$ cat src/rtl/bram_axistream_fifo_pkg.sv
`default_nettype none
// +----------------------------------------------------------------------+
// | Module  : bram_axistream_fifo_pkg                                    |
// | Brief   : Shared defaults and width helpers for the BRAM AXI-Stream   |
// |           FIFO slice.                                                |
// | Rev     : 1.0 - initial release                                      |
// +----------------------------------------------------------------------+
package bram_axistream_fifo_pkg;

  localparam int DEFAULT_DATA_WIDTH = 8;
  localparam int DEFAULT_ADDR_WIDTH = 3;

  // Occupancy counter must represent 0..2**addr_width inclusive.
  function automatic int cnt_width(input int addr_width);
    return addr_width + 1;
  endfunction

endpackage
`default_nettype wire

$ cat src/rtl/bram_axistream_fifo_sdp_bram.sv
`default_nettype none
// +----------------------------------------------------------------------+
// | Module  : sdp_bram                                                   |
// | Brief   : Simple dual-port RAM, one synchronous write port and one   |
// |           enable-gated registered read port (read data holds when    |
// |           the read enable is low).                                   |
// | Rev     : 1.0 - initial release                                      |
// +----------------------------------------------------------------------+
module sdp_bram
  import bram_axistream_fifo_pkg::*;
#(
  parameter int WIDTH      = DEFAULT_DATA_WIDTH,
  parameter int ADDR_WIDTH = DEFAULT_ADDR_WIDTH
) (
  input  logic                  clk,
  input  logic                  we,
  input  logic [ADDR_WIDTH-1:0] waddr,
  input  logic [WIDTH-1:0]      wdata,
  input  logic                  re,
  input  logic [ADDR_WIDTH-1:0] raddr,
  output logic [WIDTH-1:0]      rdata
);

  localparam int DEPTH = 2 ** ADDR_WIDTH;

  logic [WIDTH-1:0] mem_q [DEPTH];
  logic [WIDTH-1:0] rdata_q;
  logic [WIDTH-1:0] rdata_d;

  // Write port: storage is never reset so it maps onto block RAM.
  always_ff @(posedge clk) begin
    if (we) begin
      mem_q[waddr] <= wdata;
    end
  end

  // Read port next value: fetch on enable, otherwise hold the last word.
  always_comb begin
    rdata_d = rdata_q;
    if (re) begin
      rdata_d = mem_q[raddr];
    end
  end

  // Read port output register.
  always_ff @(posedge clk) begin
    rdata_q <= rdata_d;
  end

  assign rdata = rdata_q;

endmodule
`default_nettype wire

$ cat src/rtl/bram_axistream_fifo.sv
`default_nettype none
// +----------------------------------------------------------------------+
// | Module  : bram_axistream_fifo                                        |
// | Brief   : AXI-Stream FIFO on a registered-read BRAM followed by a    |
// |           head-word output register. Full throughput, registered     |
// |           src_tready. Optional tlast carriage is enabled by defining |
// |           BRAM_AXISTREAM_FIFO_TLAST_EN.                              |
// | Rev     : 1.0 - initial release                                      |
// +----------------------------------------------------------------------+
module bram_axistream_fifo
  import bram_axistream_fifo_pkg::*;
#(
  parameter int DATA_WIDTH = DEFAULT_DATA_WIDTH,
  parameter int ADDR_WIDTH = DEFAULT_ADDR_WIDTH
) (
  input  logic                  clk,
  input  logic                  rst,
  input  logic                  src_tvalid,
  output logic                  src_tready,
  input  logic [DATA_WIDTH-1:0] src_tdata,
  input  logic                  src_tlast,
  output logic                  dest_tvalid,
  input  logic                  dest_tready,
  output logic [DATA_WIDTH-1:0] dest_tdata,
  output logic                  dest_tlast,
  output logic [ADDR_WIDTH:0]   data_cnt
);

  localparam int CNT_W = cnt_width(ADDR_WIDTH);
`ifdef BRAM_AXISTREAM_FIFO_TLAST_EN
  localparam int MEM_W = DATA_WIDTH + 1;
`else
  localparam int MEM_W = DATA_WIDTH;
`endif

  logic [ADDR_WIDTH-1:0] wr_ptr_q, wr_ptr_d;
  logic [ADDR_WIDTH-1:0] rd_ptr_q, rd_ptr_d;
  logic [CNT_W-1:0]      data_cnt_q, data_cnt_d;
  logic                  bram_vld_q, bram_vld_d;
  logic                  out_vld_q, out_vld_d;
  logic [MEM_W-1:0]      out_word_q, out_word_d;

  logic [MEM_W-1:0]      wr_word;
  logic [MEM_W-1:0]      rd_word;
  logic [CNT_W-1:0]      mem_cnt;
  logic                  push;
  logic                  pop;
  logic                  out_load;
  logic                  rd_en;

`ifdef BRAM_AXISTREAM_FIFO_TLAST_EN
  assign wr_word    = {src_tlast, src_tdata};
  assign dest_tlast = out_word_q[DATA_WIDTH];
`else
  logic unused_src_tlast;
  assign unused_src_tlast = src_tlast;
  assign wr_word    = src_tdata;
  assign dest_tlast = 1'b0;
`endif

  // Handshakes and pipeline control. Words still in the RAM are the
  // accepted total minus those parked in the read and head registers.
  // Ready depends only on the registered count, so a same-cycle pop
  // never frees space for a push.
  always_comb begin
    src_tready = ~data_cnt_q[CNT_W-1];
    push       = src_tvalid & ~data_cnt_q[CNT_W-1];
    pop        = out_vld_q & dest_tready;
    out_load   = bram_vld_q & (~out_vld_q | pop);
    mem_cnt    = data_cnt_q - CNT_W'(out_vld_q) - CNT_W'(bram_vld_q);
    rd_en      = (mem_cnt != '0) & (~bram_vld_q | out_load);
  end

  // Next-state for pointers, occupancy and the two pipeline stages.
  always_comb begin
    wr_ptr_d   = wr_ptr_q;
    rd_ptr_d   = rd_ptr_q;
    data_cnt_d = data_cnt_q;
    bram_vld_d = bram_vld_q;
    out_vld_d  = out_vld_q;
    out_word_d = out_word_q;
    if (push) begin
      wr_ptr_d = wr_ptr_q + ADDR_WIDTH'(1);
    end
    if (rd_en) begin
      rd_ptr_d = rd_ptr_q + ADDR_WIDTH'(1);
    end
    case ({push, pop})
      2'b10:   data_cnt_d = data_cnt_q + CNT_W'(1);
      2'b01:   data_cnt_d = data_cnt_q - CNT_W'(1);
      default: data_cnt_d = data_cnt_q;
    endcase
    if (rd_en) begin
      bram_vld_d = 1'b1;
    end else if (out_load) begin
      bram_vld_d = 1'b0;
    end
    if (out_load) begin
      out_vld_d  = 1'b1;
      out_word_d = rd_word;
    end else if (pop) begin
      out_vld_d  = 1'b0;
    end
  end

  // State registers; reset discards everything, including any handshake.
  always_ff @(posedge clk) begin
    if (rst) begin
      wr_ptr_q   <= '0;
      rd_ptr_q   <= '0;
      data_cnt_q <= '0;
      bram_vld_q <= 1'b0;
      out_vld_q  <= 1'b0;
      out_word_q <= '0;
    end else begin
      wr_ptr_q   <= wr_ptr_d;
      rd_ptr_q   <= rd_ptr_d;
      data_cnt_q <= data_cnt_d;
      bram_vld_q <= bram_vld_d;
      out_vld_q  <= out_vld_d;
      out_word_q <= out_word_d;
    end
  end

  sdp_bram #(
    .WIDTH      (MEM_W),
    .ADDR_WIDTH (ADDR_WIDTH)
  ) u_mem (
    .clk   (clk),
    .we    (push & ~rst),
    .waddr (wr_ptr_q),
    .wdata (wr_word),
    .re    (rd_en & ~rst),
    .raddr (rd_ptr_q),
    .rdata (rd_word)
  );

  assign dest_tvalid = out_vld_q;
  assign dest_tdata  = out_word_q[DATA_WIDTH-1:0];
  assign data_cnt    = data_cnt_q;

endmodule
`default_nettype wire

$ cat config.mk
export PLATFORM = sky130hd
export DESIGN_NAME = bram_axistream_fifo
export DESIGN_NICKNAME = d
export VERILOG_FILES = /design/src/rtl/bram_axistream_fifo_pkg.sv /design/src/rtl/bram_axistream_fifo_sdp_bram.sv /design/src/rtl/bram_axistream_fifo.sv
export SDC_FILE = /design/constraint.sdc
export NUM_CORES = 1
export LEC_CHECK = 0
export BUFFER_PORTS_ARGS = -buffer_cell sky130_fd_sc_hd__buf_2
export CORE_UTILIZATION = 38
export CTS_BUF_LIST = sky130_fd_sc_hd__clkbuf_4
export CTS_CLUSTER_DIAMETER = 80
export CTS_CLUSTER_SIZE = 8
export DETAILED_ROUTE_END_ITERATION = 12
export GPL_TIMING_DRIVEN = 0
export REMOVE_ABC_BUFFERS = 1
export SLEW_MARGIN = 40
export SYNTH_ARGS = -nofsm -noshare
export SYNTH_HDL_FRONTEND = slang
export SYNTH_SLANG_ARGS = --single-unit
$ cat constraint.sdc
create_clock -name clk -period 5.1 [get_ports clk]
set_input_delay 1.02 -clock clk [delete_from_list [all_inputs] [get_ports clk]]
set_output_delay 1.02 -clock clk [all_outputs]
set_load 0.02 [all_outputs]
Yosys cells after proc, flatten, opt, wreduce, memory -nomap -nowiden
Memories as Yosys holds them, arrays and structs flattened. A register that Yosys moved wholly into a read port is not among the register bits.
Cells that the tools add are included.
Storage, ports and cells
  logic and storage cells: 38
  register bits: 20
  memories kept: 1
  output and inout port bits: 15
  bits in writable memories: 64
  bits of input ports: 13
Operators by class
  $add $sub $neg: 6
  equality and inequality tests: 2
  reductions and logical operators: 4
  bitwise operators: 12
  muxes and demuxes: 7
Memories
  u_mem.mem_q: depth 8, width 8, rd ports 1, clocked after Yosys merged registers in 1, wr ports 1, line bram_axistream_fifo_sdp_bram.sv:26  | logic [WIDTH-1:0] mem_q [DEPTH];
Operators by type and width (number)
  $pmux 4 s2: 1
  $sub 4x1->4: 2
  $add 3x1->3 const B: 2
  $and 1x1->1: 6
  $mux 1: 6
  $reduce_bool 2->1: 3
  $add 4x1->4 const B: 1
  $not 1->1: 4
  $reduce_bool 4->1: 1
  $sub 4x1->4 const B: 1
  $eq 2x1->1 const B: 1
  $eq 2x2->1 const B: 1
  $or 1x1->1: 2

Depth between registers and ports, before layout
  word-level depth: 6
  depth in mapped cells: 10
  mapped depth without buffers: 10

By module
Synthesis repeated with hierarchy kept, for this count alone.
Second synthesis, totals
  cell total of the unflattened synthesis: 226
  area total of the unflattened synthesis: 3802.4 um^2
Modules (own cells, without submodules)
  sdp_bram: area an instance 2771.4 um^2, sequential area each 2162.1 um^2, cells an instance 114, times used 1
  bram_axistream_fifo: area an instance 1031.0 um^2, sequential area each 400.4 um^2, cells an instance 112, times used 1

Worst setup path before layout
No wires, ideal clock.
  kind: input to register
  start: input port src_tvalid
  end: register data_cnt_q[3], in the netlist data_cnt[3]
  setup time: 0.121 ns
  setup slack: 2.194 ns
  arrival: 2.785 ns
  buffers on the path: 0
  required time: 4.979 ns
  stages: 8
  path through: nor2b_1 > inv_1 > ha_1 > ha_1 > a21o_1 > a21oi_1 > mux2i_1 > mux2_2
Between the ends
  cells in the longest elaborated chain, start to end: 3
  elaborated cells on any way between the ends: 5
  those cells by class: eq/ne (2); mux (1); bitwise (1); reduce/logical (1)
Ends and longest elaborated chain
  start, declared: line bram_axistream_fifo.sv:18  | input logic src_tvalid,
  $and 1x1->1 *: line bram_axistream_fifo.sv:67  | push = src_tvalid & ~data_cnt_q[CNT_W-1];
  $eq 2x1->1 or $eq 2x2->1 (tied branches): line bram_axistream_fifo.sv:88  | case ({push, pop})
  $pmux 4 s2 or $reduce_bool 2->1 (tied branches)
  end signal, assigned: line bram_axistream_fifo.sv:118  | data_cnt_q <= data_cnt_d;
  end, declared: line bram_axistream_fifo.sv:38  | logic [CNT_W-1:0] data_cnt_q, data_cnt_d;
Every way passes the cells marked *; elsewhere a longest branch is shown, timed or not.
A chain may end at the register's enable or synchronous reset.

Final worst setup path
  start: register data_cnt_q[0], in the netlist data_cnt[0]
  end: register u_mem.rdata_q[7], in the netlist u_mem.rdata[7], read port of u_mem.mem_q (enable)
Between the ends
  cells in the longest elaborated chain, start to end: 5
Ends and longest elaborated chain
  $sub 4x1->4 (2 in a row): line bram_axistream_fifo.sv:70  | mem_cnt = data_cnt_q - CNT_W'(out_vld_q) - CNT_W'(bram_vld_q);
  $reduce_bool 4->1: line bram_axistream_fifo.sv:71  | rd_en = (mem_cnt != '0) & (~bram_vld_q | out_load);
  $and 1x1->1: line bram_axistream_fifo.sv:71
  $and 1x1->1: line bram_axistream_fifo.sv:133  | .re (rd_en & ~rst),
  net u_mem.re: line bram_axistream_fifo_sdp_bram.sv:19  | input logic re,
  end, declared: line bram_axistream_fifo_sdp_bram.sv:27  | logic [WIDTH-1:0] rdata_q;
The timed path passes the listed nets, and every way through them passes these cells.

==> impl_metrics.env <==
export IMPL_fillers=888
export IMPL_crit_start="data_cnt[0]$_SDFFE_PP0P_"
export IMPL_clock_sinks=92
export IMPL_setup_violations=0
export IMPL_dp_hpwl_um=4160
export IMPL_overflow=0
export IMPL_drt_pass1_iter_count=4
export IMPL_nets=284
export IMPL_hold_viol_final=0
export IMPL_clk_latency_ns=0.44
export IMPL_synth_distinct_cells=34
export IMPL_synth_area_um2=3790
export IMPL_drive_gt1_frac=0.316
export IMPL_clk_pin_slew_ns=0.15
export IMPL_finalSetupTns_ns=0
export IMPL_cp_arrival_ns=3.09
export IMPL_cellLeakagePower_nw=1.57
export IMPL_avgRoutedWirePerCell_um=15.2
export IMPL_drv_slew=0
export IMPL_yosysWarnings=0
export IMPL_syn_to_final_growth_pct=13.1
export IMPL_timing_rr_start="data_cnt[0]$_SDFFE_PP0P_"
export IMPL_finalWirelength_um=6060
export IMPL_ys_seq_area_frac=0.675
export IMPL_core_um2=9730
export IMPL_worst_path_max_fanout=8
export IMPL_outcome="finished, final reports clean"
export IMPL_vias=1918
export IMPL_viasPerCell=4.81
export IMPL_maxCapViolations=0
export IMPL_cts_path_max_buffers=2
export IMPL_ir_drop_uv=168
export IMPL_grt_max_degree=33
export IMPL_worstPathRequired_ns=5.18
export IMPL_hp_class="register to register"
export IMPL_cts_setup_buffers=0
export IMPL_row_count=36
export IMPL_cts_resized=0
export IMPL_synth_top_cell_by_area="edfxtp_1"
export IMPL_io_buffers=25
export IMPL_fin_crit_sh=0.590
export IMPL_netlist_instances=224
export IMPL_cts_tree="built"
export IMPL_grt_pass1_wl_um=9430
export IMPL_slew_headroom=0.552
export IMPL_cts_root_buf="clkbuf_4"
export IMPL_powerDensity_nw_per_um2=427
export IMPL_die_h_um=102
export IMPL_cts_max_level=3
export IMPL_cts_hold_buf=0
export IMPL_finalPower_mw=1.83
export IMPL_r2r_slack_ns=2.09
export IMPL_drt_iter0_markers=50
export IMPL_ys_ff_latch=92
export IMPL_cts_made_buffers=9
export IMPL_setup_ws_ns=2.09
export IMPL_period_minus_slack_ns=3.01
export IMPL_synthFlopType="edfxtp_1"
export IMPL_start_util=0.390
export IMPL_grt_use_total=0.128
export IMPL_endpoint_kind="register"
export IMPL_drc=0
export IMPL_tightest_slew_ns=0.671
export IMPL_boundaryPins=28
export IMPL_antenna_found_initial=0
export IMPL_fp_dieW_um=102
export IMPL_postSynth_asyncResetShare=0
export IMPL_crit_type="register to register"
export IMPL_synth_edff_count=72
export IMPL_ys_top_cells_by_count="72 x edfxtp_1, 26 x nor2_1, 20 x dfxtp_1, 10 x mux2i_1, 9 x mux2_2"
export IMPL_synth_top_area_frac=0.570
export IMPL_pre_cts_ws_ns=1.94
export IMPL_post_synth_top_count_cell="edfxtp_1"
export IMPL_start_kind="register"
export IMPL_rsz0062_at_grt="false"
export IMPL_routabilityCongestion=0.670
export IMPL_grt_pass1_vias=1825
export IMPL_syn_area_per_cell_um2=16.9
export IMPL_fin_skew_ns=0.0216
export IMPL_min_from="u_mem.rdata[6]$_DFFE_PP_"
export IMPL_fp_dieArea_um2=10400
export IMPL_synthTopCellsByArea="edfxtp_1 57%, dfxtp_1 11%, mux4_1 5.5%"
export IMPL_fmax_mhz=332
export IMPL_drtAntennaViolNets=0
export IMPL_diodes=0
cell families after synthesis:
logic type                 after synthesis  synth area share
AOI/OAI and AO/OA                       10            0.0168
xor gates and xnor gates                 7            0.0162
adders and majority gates               10            0.0369
buffers and inverters                   19            0.0264
DFF                                     92             0.675
muxes                                   37             0.163
other                                    1          0.000988
and+or+nand+nor                         48            0.0643
routing by layer:
metal | GRT usage | part of all wire | up-vias
met4 | 0.0670 | 0.024 | 0
met3 | 0.0280 | 0.027 | 12
met5 | 0 | 0 | -
met2 | 0.217 | 0.51 | 30
met1 | 0.152 | 0.44 | 956
li1 | - | - | 920
final cells by class:
class,instances,area (um2),area share
flip-flops and latches,92,2560,0.598
multi-input cells,113,1170,0.273
repair buffers,37,185,0.0431
well taps,133,166,0.0388
clock inverters,6,96.3,0.0224
clock buffers,10,75.1,0.0175
inverters,8,30.0,0.00700
cell usage in the layout, fill, tap and decap left out:
cell | synthesis | final
mux2_4 | 1 | 1
clkinvlp_4 | 0 | 1
mux4_1 | 8 | 8
mux4_2 | 8 | 8
a21boi_2 | 1 | 1
dfxtp_2 | 0 | 2
nor2b_1 | 4 | 4
o21ai_2 | 1 | 1
inv_6 | 0 | 1
edfxtp_1 | 72 | 72
dfxtp_1 | 20 | 18
nor2_1 | 26 | 24
a31oi_1 | 1 | 1
xor2_1 | 3 | 3
nor2_2 | 0 | 2
nand2b_1 | 3 | 3
clkbuf_4 | 0 | 10
mux2i_1 | 10 | 10
xnor2_1 | 4 | 4
a21o_1 | 1 | 1
mux2_1 | 1 | 1
conb_1 | 1 | 1
inv_1 | 8 | 8
clkinv_4 | 0 | 1
and3_1 | 1 | 1
inv_8 | 0 | 1
buf_2 | 1 | 37
mux2_2 | 9 | 9
ha_1 | 8 | 8
nand3b_1 | 2 | 2
bufinv_16 | 0 | 2
a21oi_1 | 6 | 6
fa_1 | 2 | 2
nor4_2 | 0 | 2
nor4b_2 | 1 | 5
nand2_1 | 5 | 5
worst max-delay path, cell delays in order, from the launching register on:
cell and delay, ns:
dfxtp_1 0.42, inv_1 0.12, fa_1 0.54, inv_1 0.06, ha_1 0.20, nor2_1 0.11
ha_1 0.16, xnor2_1 0.06, and3_1 0.20, a21boi_2 0.19, nor2b_1 0.58
flip-flops by register name, indices dropped and copies added (netlist names):
name / count
bram_vld_q: 1
data_cnt: 4
dest_tdata: 8
dest_tvalid: 1
rd_ptr_q: 3
u_mem.mem_q: 64
u_mem.rdata: 8
wr_ptr_q: 3
power breakdown:
part | total (mW) | switching [mW] | internal [mW]
clock network | 0.461 | 0.250 | 0.211
logic | 0.385 | 0.164 | 0.221
registers | 0.986 | 0.0968 | 0.890
per-stage QoR:
step,instances,hold slack (ns),instance area [um2],util
2_1_floorplan,213,0.453,3720,-
3_3_place_gp,371,0.460,4020,0.413
3_5_place_dp,383,0.467,4120,0.423
4_1_cts,399,0.503,4290,0.441
5_1_grt,399,0.546,4290,0.441
6_report,399,0.498,4290,0.441
worst paths after layout:
path,end,depth (start not counted)
min,dest_tdata[6]$_SDFFE_PP0P_,2
max reg2reg,u_mem.rdata[7]$_DFFE_PP_,10
min reg2reg,dest_tdata[6]$_SDFFE_PP0P_,2
max,u_mem.rdata[7]$_DFFE_PP_,10
No activity file was read; power rests on OpenSTA's default activity.
